[config.mk]
export PLATFORM = sky130hd
export DESIGN_NAME = dm_access_unit
export DESIGN_NICKNAME = d
export VERILOG_FILES = /design/src/rtl/dm_access_unit.sv
export SDC_FILE = /design/constraint.sdc
export NUM_CORES = 1
export LEC_CHECK = 0
export CORE_ASPECT_RATIO = 1.1
export CORE_MARGIN = 1
export CORE_UTILIZATION = 48
export CTS_BUF_LIST = sky130_fd_sc_hd__clkbuf_4 sky130_fd_sc_hd__clkbuf_8
export DETAILED_ROUTE_END_ITERATION = 6
export GPL_TIMING_DRIVEN = 1
export PLACE_DENSITY = 0.94
export SLEW_MARGIN = 20
export SYNTH_ARGS = -nofsm -noshare
export SYNTH_HDL_FRONTEND = slang
export SYNTH_SLANG_ARGS = --single-unit
[constraint.sdc]
create_clock -name clk -period 3.2 [get_ports clk]
set_input_delay 0.32 -clock clk [delete_from_list [all_inputs] [get_ports clk]]
set_output_delay 0.32 -clock clk [all_outputs]
set_load 0.05 [all_outputs]
[src/rtl/dm_access_unit.sv]
// Data-memory access unit: turns one load/store request into accesses to a word-wide SRAM,
// using read-modify-write for byte and halfword stores.
module dm_access_unit #(
   parameter int unsigned MEM_AW = 10
) (
   input  logic              clk,
   input  logic              rstn,
   input  logic              req_valid,
   output logic              req_ready,
   input  logic              req_we,
   input  logic [2:0]        req_dmtype,
   input  logic [31:0]       req_addr,
   input  logic [31:0]       req_wdata,
   output logic              resp_valid,
   output logic [31:0]       resp_rdata,
   output logic              resp_err,
   output logic              mem_en,
   output logic              mem_we,
   output logic [MEM_AW-1:0] mem_addr,
   output logic [31:0]       mem_wdata,
   input  logic [31:0]       mem_rdata
);

   localparam logic [2:0] TypeW  = 3'b000;
   localparam logic [2:0] TypeH  = 3'b001;
   localparam logic [2:0] TypeHu = 3'b010;
   localparam logic [2:0] TypeB  = 3'b011;
   localparam logic [2:0] TypeBu = 3'b100;

   typedef enum logic [2:0] {StIdle, StRdReq, StRdWait, StWr, StResp} state_e;

   state_e              state_q, state_d;
   logic                we_q, we_d;
   logic [2:0]          dmtype_q, dmtype_d;
   logic [1:0]          lane_q, lane_d;
   logic [15:0]         wdata_q, wdata_d;
   logic                resp_valid_q, resp_valid_d;
   logic                resp_err_q, resp_err_d;
   logic [31:0]         resp_rdata_q, resp_rdata_d;
   logic                mem_en_q, mem_en_d;
   logic                mem_we_q, mem_we_d;
   logic [MEM_AW-1:0]   mem_addr_q, mem_addr_d;
   logic [31:0]         mem_wdata_q, mem_wdata_d;

   // Upper address bits are deliberately ignored.
   logic unused_addr;
   assign unused_addr = ^req_addr[31:MEM_AW+2];

   function automatic logic is_illegal(input logic we, input logic [2:0] t, input logic [1:0] a);
      logic bad;
      bad = 1'b0;
      case (t)
         TypeW:   bad = (a != 2'b00);
         TypeH:   bad = a[0];
         TypeHu:  bad = a[0] | we;
         TypeB:   bad = 1'b0;
         TypeBu:  bad = we;
         default: bad = 1'b1;
      endcase
      return bad;
   endfunction

   function automatic logic [31:0] extract(input logic [31:0] w, input logic [2:0] t,
                                           input logic [1:0] lane);
      logic [7:0]  b;
      logic [15:0] h;
      logic [31:0] r;
      b = w[{lane, 3'b000} +: 8];
      h = w[{lane[1], 4'b0000} +: 16];
      case (t)
         TypeH:   r = {{16{h[15]}}, h};
         TypeHu:  r = {16'h0000, h};
         TypeB:   r = {{24{b[7]}}, b};
         TypeBu:  r = {24'h000000, b};
         default: r = w;
      endcase
      return r;
   endfunction

   function automatic logic [31:0] merge(input logic [31:0] w, input logic [2:0] t,
                                         input logic [1:0] lane, input logic [15:0] d);
      logic [31:0] r;
      r = w;
      if (t == TypeB) r[{lane, 3'b000} +: 8] = d[7:0];
      else            r[{lane[1], 4'b0000} +: 16] = d;
      return r;
   endfunction

   always_comb begin
      state_d      = state_q;
      we_d         = we_q;
      dmtype_d     = dmtype_q;
      lane_d       = lane_q;
      wdata_d      = wdata_q;
      resp_valid_d = 1'b0;
      resp_err_d   = 1'b0;
      resp_rdata_d = 32'h0;
      mem_en_d     = 1'b0;
      mem_we_d     = 1'b0;
      mem_addr_d   = mem_addr_q;
      mem_wdata_d  = mem_wdata_q;
      case (state_q)
         StIdle: begin
            if (req_valid) begin
               we_d     = req_we;
               dmtype_d = req_dmtype;
               lane_d   = req_addr[1:0];
               wdata_d  = req_wdata[15:0];
               if (is_illegal(req_we, req_dmtype, req_addr[1:0])) begin
                  state_d      = StResp;
                  resp_valid_d = 1'b1;
                  resp_err_d   = 1'b1;
               end else begin
                  mem_en_d   = 1'b1;
                  mem_addr_d = req_addr[MEM_AW+1:2];
                  if (req_we && req_dmtype == TypeW) begin
                     mem_we_d    = 1'b1;
                     mem_wdata_d = req_wdata;
                     state_d     = StWr;
                  end else begin
                     state_d = StRdReq;
                  end
               end
            end
         end
         StRdReq: state_d = StRdWait;
         StRdWait: begin
            if (we_q) begin
               mem_en_d    = 1'b1;
               mem_we_d    = 1'b1;
               mem_wdata_d = merge(mem_rdata, dmtype_q, lane_q, wdata_q);
               state_d     = StWr;
            end else begin
               resp_valid_d = 1'b1;
               resp_rdata_d = extract(mem_rdata, dmtype_q, lane_q);
               state_d      = StResp;
            end
         end
         StWr: begin
            resp_valid_d = 1'b1;
            state_d      = StResp;
         end
         StResp:  state_d = StIdle;
         default: state_d = StIdle;
      endcase
   end

   always_ff @(posedge clk or negedge rstn) begin
      if (!rstn) begin
         state_q      <= StIdle;
         we_q         <= 1'b0;
         dmtype_q     <= 3'b000;
         lane_q       <= 2'b00;
         wdata_q      <= 16'h0;
         resp_valid_q <= 1'b0;
         resp_err_q   <= 1'b0;
         resp_rdata_q <= 32'h0;
         mem_en_q     <= 1'b0;
         mem_we_q     <= 1'b0;
         mem_addr_q   <= '0;
         mem_wdata_q  <= 32'h0;
      end else begin
         state_q      <= state_d;
         we_q         <= we_d;
         dmtype_q     <= dmtype_d;
         lane_q       <= lane_d;
         wdata_q      <= wdata_d;
         resp_valid_q <= resp_valid_d;
         resp_err_q   <= resp_err_d;
         resp_rdata_q <= resp_rdata_d;
         mem_en_q     <= mem_en_d;
         mem_we_q     <= mem_we_d;
         mem_addr_q   <= mem_addr_d;
         mem_wdata_q  <= mem_wdata_d;
      end
   end

   assign req_ready  = (state_q == StIdle);
   assign resp_valid = resp_valid_q;
   assign resp_err   = resp_err_q;
   assign resp_rdata = resp_rdata_q;
   assign mem_en     = mem_en_q;
   assign mem_we     = mem_we_q;
   assign mem_addr   = mem_addr_q;
   assign mem_wdata  = mem_wdata_q;

endmodule
==> results.md <==
* Outcome: finished clean
* Die Wd at around 100 um
* CTS resizes at 0
* Placed cell areas at 7210 um2
* Required @ worst endpoint at about 3.5 ns
* P&R area growth vs syn at 34.9%
* Final Max Tran Viols at 0
* Crit path DAT at ~2.8 ns
* Power consumption at ~7.7 mW
* GR Util met1 at 0.363
* Synth Register Bits at around 100
* Initial Utilization at 0.501
* Slowest CP cell: dfrtp_2
* Total grt overflow at 0
* Worst slew margin at 0.492
* Post-synth EDFFs at 0
* Setup TNS at 0 ns
* Initial antenna violation count at 0
* Core Region at 11100 um2
* Unrepaired setup endpoints after global routing: no
* Async set-reset flop share out of synthesis at 1.00
* Sequential area share after synthesis at 0.465
* Leak Pwr at between 3 and 4 nW
* PwrDens at 1030 nW/um2
* Share of cells above drive strength 1 at 0.0904
* DR vias/cell at approximately 6.2
* Distinct cells, synth at 60
* GR peak layer: met2
* Crit end category: register
* Number of core rows at 40
* Max_cap viols at 0
* Worst Clk Skew at 0.0115 ns
* Initial DRC Count at approximately 550
* Synth top area share at 0.465
* Root buffer cell: clkbuf_8
* Synthesized area at ~5500 um2
* Final instance area at roughly 7500 um2
* Worst-margin pin slew at roughly 0.76 ns
* Total Routing Usage GR at 0.295
* Ant diodes at 0
* Hpwl dp at roughly 12 mm
* Number of buffers created by CTS at 9
* Met2 Usage GRT at 0.482
* # DRC at 0
* Largest delay share family, worst path: compound AO/OA/AOI/OAI gates
* Setup Buffers After CTS at 0
* Post-synthesis net count at between 600 and 700
* Final setup viols at 0
* Die Y at ~110 um
* First-pass GRT wire length at approximately 27 mm
* PortBufs at about 160
* Synth area leader: dfrtp_1
* Reg area at ~2600 um2
* Post-Route WL at 17.3 mm
* Hold Fails Final Rpt at 0
* RD Place Congestion at roughly 0.97
* CP cell instances: inv_1 > ha_1 > or3b_1 > o22ai_2 > a221oi_1 > o31ai_1
* Peak supply drop at around 750 uV
* Worst-path clk slew at 0.10 ns
* Via count at approximately 5200
* Wire length per cell at approximately 20 um
* DRT Pass-1 Iters at 5
* CTS tree: built
* Final ANT Viol Nets at 0
* Syn avg cell area at just over 10 um2
* Met3 Usage GRT at 0.0598
* Number of top-level pins at roughly 180
* Nets@finish at 800
* Worst hold path type: reg -> reg
* Top_reg_cell synth: dfrtp_1
* Clk buf depth at 2
* Sink Count at roughly 100
* Post-route minimum period at 2.53 ns
* Worst slack at placement at 0.738 ns
* Fmax at 395 MHz
* Worst-path maximum fanout at 15
* Vias in the first global route at between 5000 and 6000
* Pin count of the biggest net entering global routing at 53
* CP Buf/Inv Count at 1
* Critical path class: reg -> reg
* Filler Cell Count at approximately 800
* Final cycle utilization of the critical path at 0.792
* Slowest stage delay, CP at roughly 0.52 ns
* Multi-input gate area at around 2700 um2
* H-tree levels at 3
* Nature of the critical path startpoint: register
* Setup ws final at 0.666 ns
* Hold-fix buffers at CTS at 1
* Synth warn at 0
* Mapped Cells at approximately 550
* Top cells by area, synth: dfrtp_1 (47%), nand2_1 (5.9%), mux2i_1 (4.3%), nor2_1 (3.0%), o21a_1 (3.0%)
* Die area at 12000 um2
* Worst-skew pair later-pin latency at between 0.3 and 0.4 ns
-- report_power, final --
part           total (mW)  switching (mW)  internal (mW)
registers            2.32           0.526           1.80
clock network       0.946           0.464          0.482
logic                4.44            2.88           1.56
-- stage by stage --
stage,hold slack (ns),util,cells
after floorplan,0.0244,-,551
after global placement,0.389,0.652,826
after detailed placement,0.397,0.652,826
after CTS,0.500,0.674,843
after global routing,0.514,0.676,844
final,0.498,0.676,844
-- worst min-delay path: stages, from the launching register on --
cell,delay (ns)
dfrtp_1,0.36
nand2_1,0.05
o21ai_1,0.06
-- layout make-up --
class                      instances  area share
clock buffer                      11      0.0202
clock inverter                     5      0.0107
sequential                       103       0.345
multi-input combinational        394       0.362
inverter                          11     0.00552
tap                              147      0.0246
timing repair buffer             173       0.232
-- layout by cell type, fill, tap and decap left out, drive strengths merged, types with 5 or more instances in the layout --
cell           count
a211oi             9
a21oi             20
a221o             16
a221oi            16
a22oi             17
a31oi              7
and2               6
and4b              8
buf               12
clkbuf            11
clkdlybuf4s50    160
dfrtp            103
ha                 5
inv               11
mux2              10
mux2i             24
nand2             87
nor2              44
nor3              14
nor4               6
o21a              22
o21ai             26
o221a              8
o31ai              9
-- kinds of logic (layout without fill, tap and decap cells) --
logic type / after synthesis / in the layout / synth area share
AO/OA/AOI/OAI: 167 / 167 / 0.233
XOR/XNOR: 2 / 2 / 0.00316
adder cells (fa/ha/maj): 5 / 5 / 0.0113
buffers and inverters: 54 / 200 / 0.0492
flip-flops: 103 / 103 / 0.465
multiplexers: 35 / 35 / 0.0738
AND/OR/NAND/NOR: 185 / 185 / 0.165
-- synth_stat cells (all sizes together), types with 2 or more instances --
cell type and n:
nand2 87, a31oi 7, nor3 14, a32o 2, o221a 8, mux2i 24, nand2b 2, nor4bb 2
a221o 16, and4b 8, o31ai 9, o21ai 26, clkbuf 12, dfrtp 103, o21a 22, a21oi 20
o211ai 3, nor2b 3, a311oi 2, mux2 10, a211oi 9, or3b 2, o22ai 3, xnor2 2
buf 31, inv 11, a221oi 16, nor4b 3, ha 5, nor2 44, nand3b 2, a22oi 17
nand3 2, and2 6, nor4 6
-- flip-flops by register name (all words and copies together) (netlist names) --
register	cells
dmtype_q	3
mem_we	1
mem_en	1
lane_q	2
state_q	3
resp_err	1
wdata_q	16
mem_wdata	32
mem_addr	10
resp_valid	1
we_q	1
resp_rdata	32
-- path summary, 6_finish.rpt --
check	end	from	slack, ns	cells after the start
worst max-delay path	mem_wdata[3]$_DFFE_PN0P_	lane_q[1]$_DFFE_PN0P_	0.67	6
worst min-delay path	mem_wdata[28]$_DFFE_PN0P_	mem_wdata[28]$_DFFE_PN0P_	0.50	2
worst max register to register	mem_wdata[3]$_DFFE_PN0P_	lane_q[1]$_DFFE_PN0P_	0.67	6
worst min register to register	mem_wdata[28]$_DFFE_PN0P_	mem_wdata[28]$_DFFE_PN0P_	0.50	2
max in group asynchronous	lane_q[1]$_DFFE_PN0P_	rstn	1.98	3
min in group asynchronous	resp_rdata[5]$_DFF_PN0_	rstn	0.51	2
-- per-layer routing --
layer | wire (um) | part of all wire
met5 | 0 | 0
met4 | 944 | 0.055
met3 | 1700 | 0.098
met2 | 8140 | 0.47
met1 | 6500 | 0.38
(Power assumes the default switching activity.)
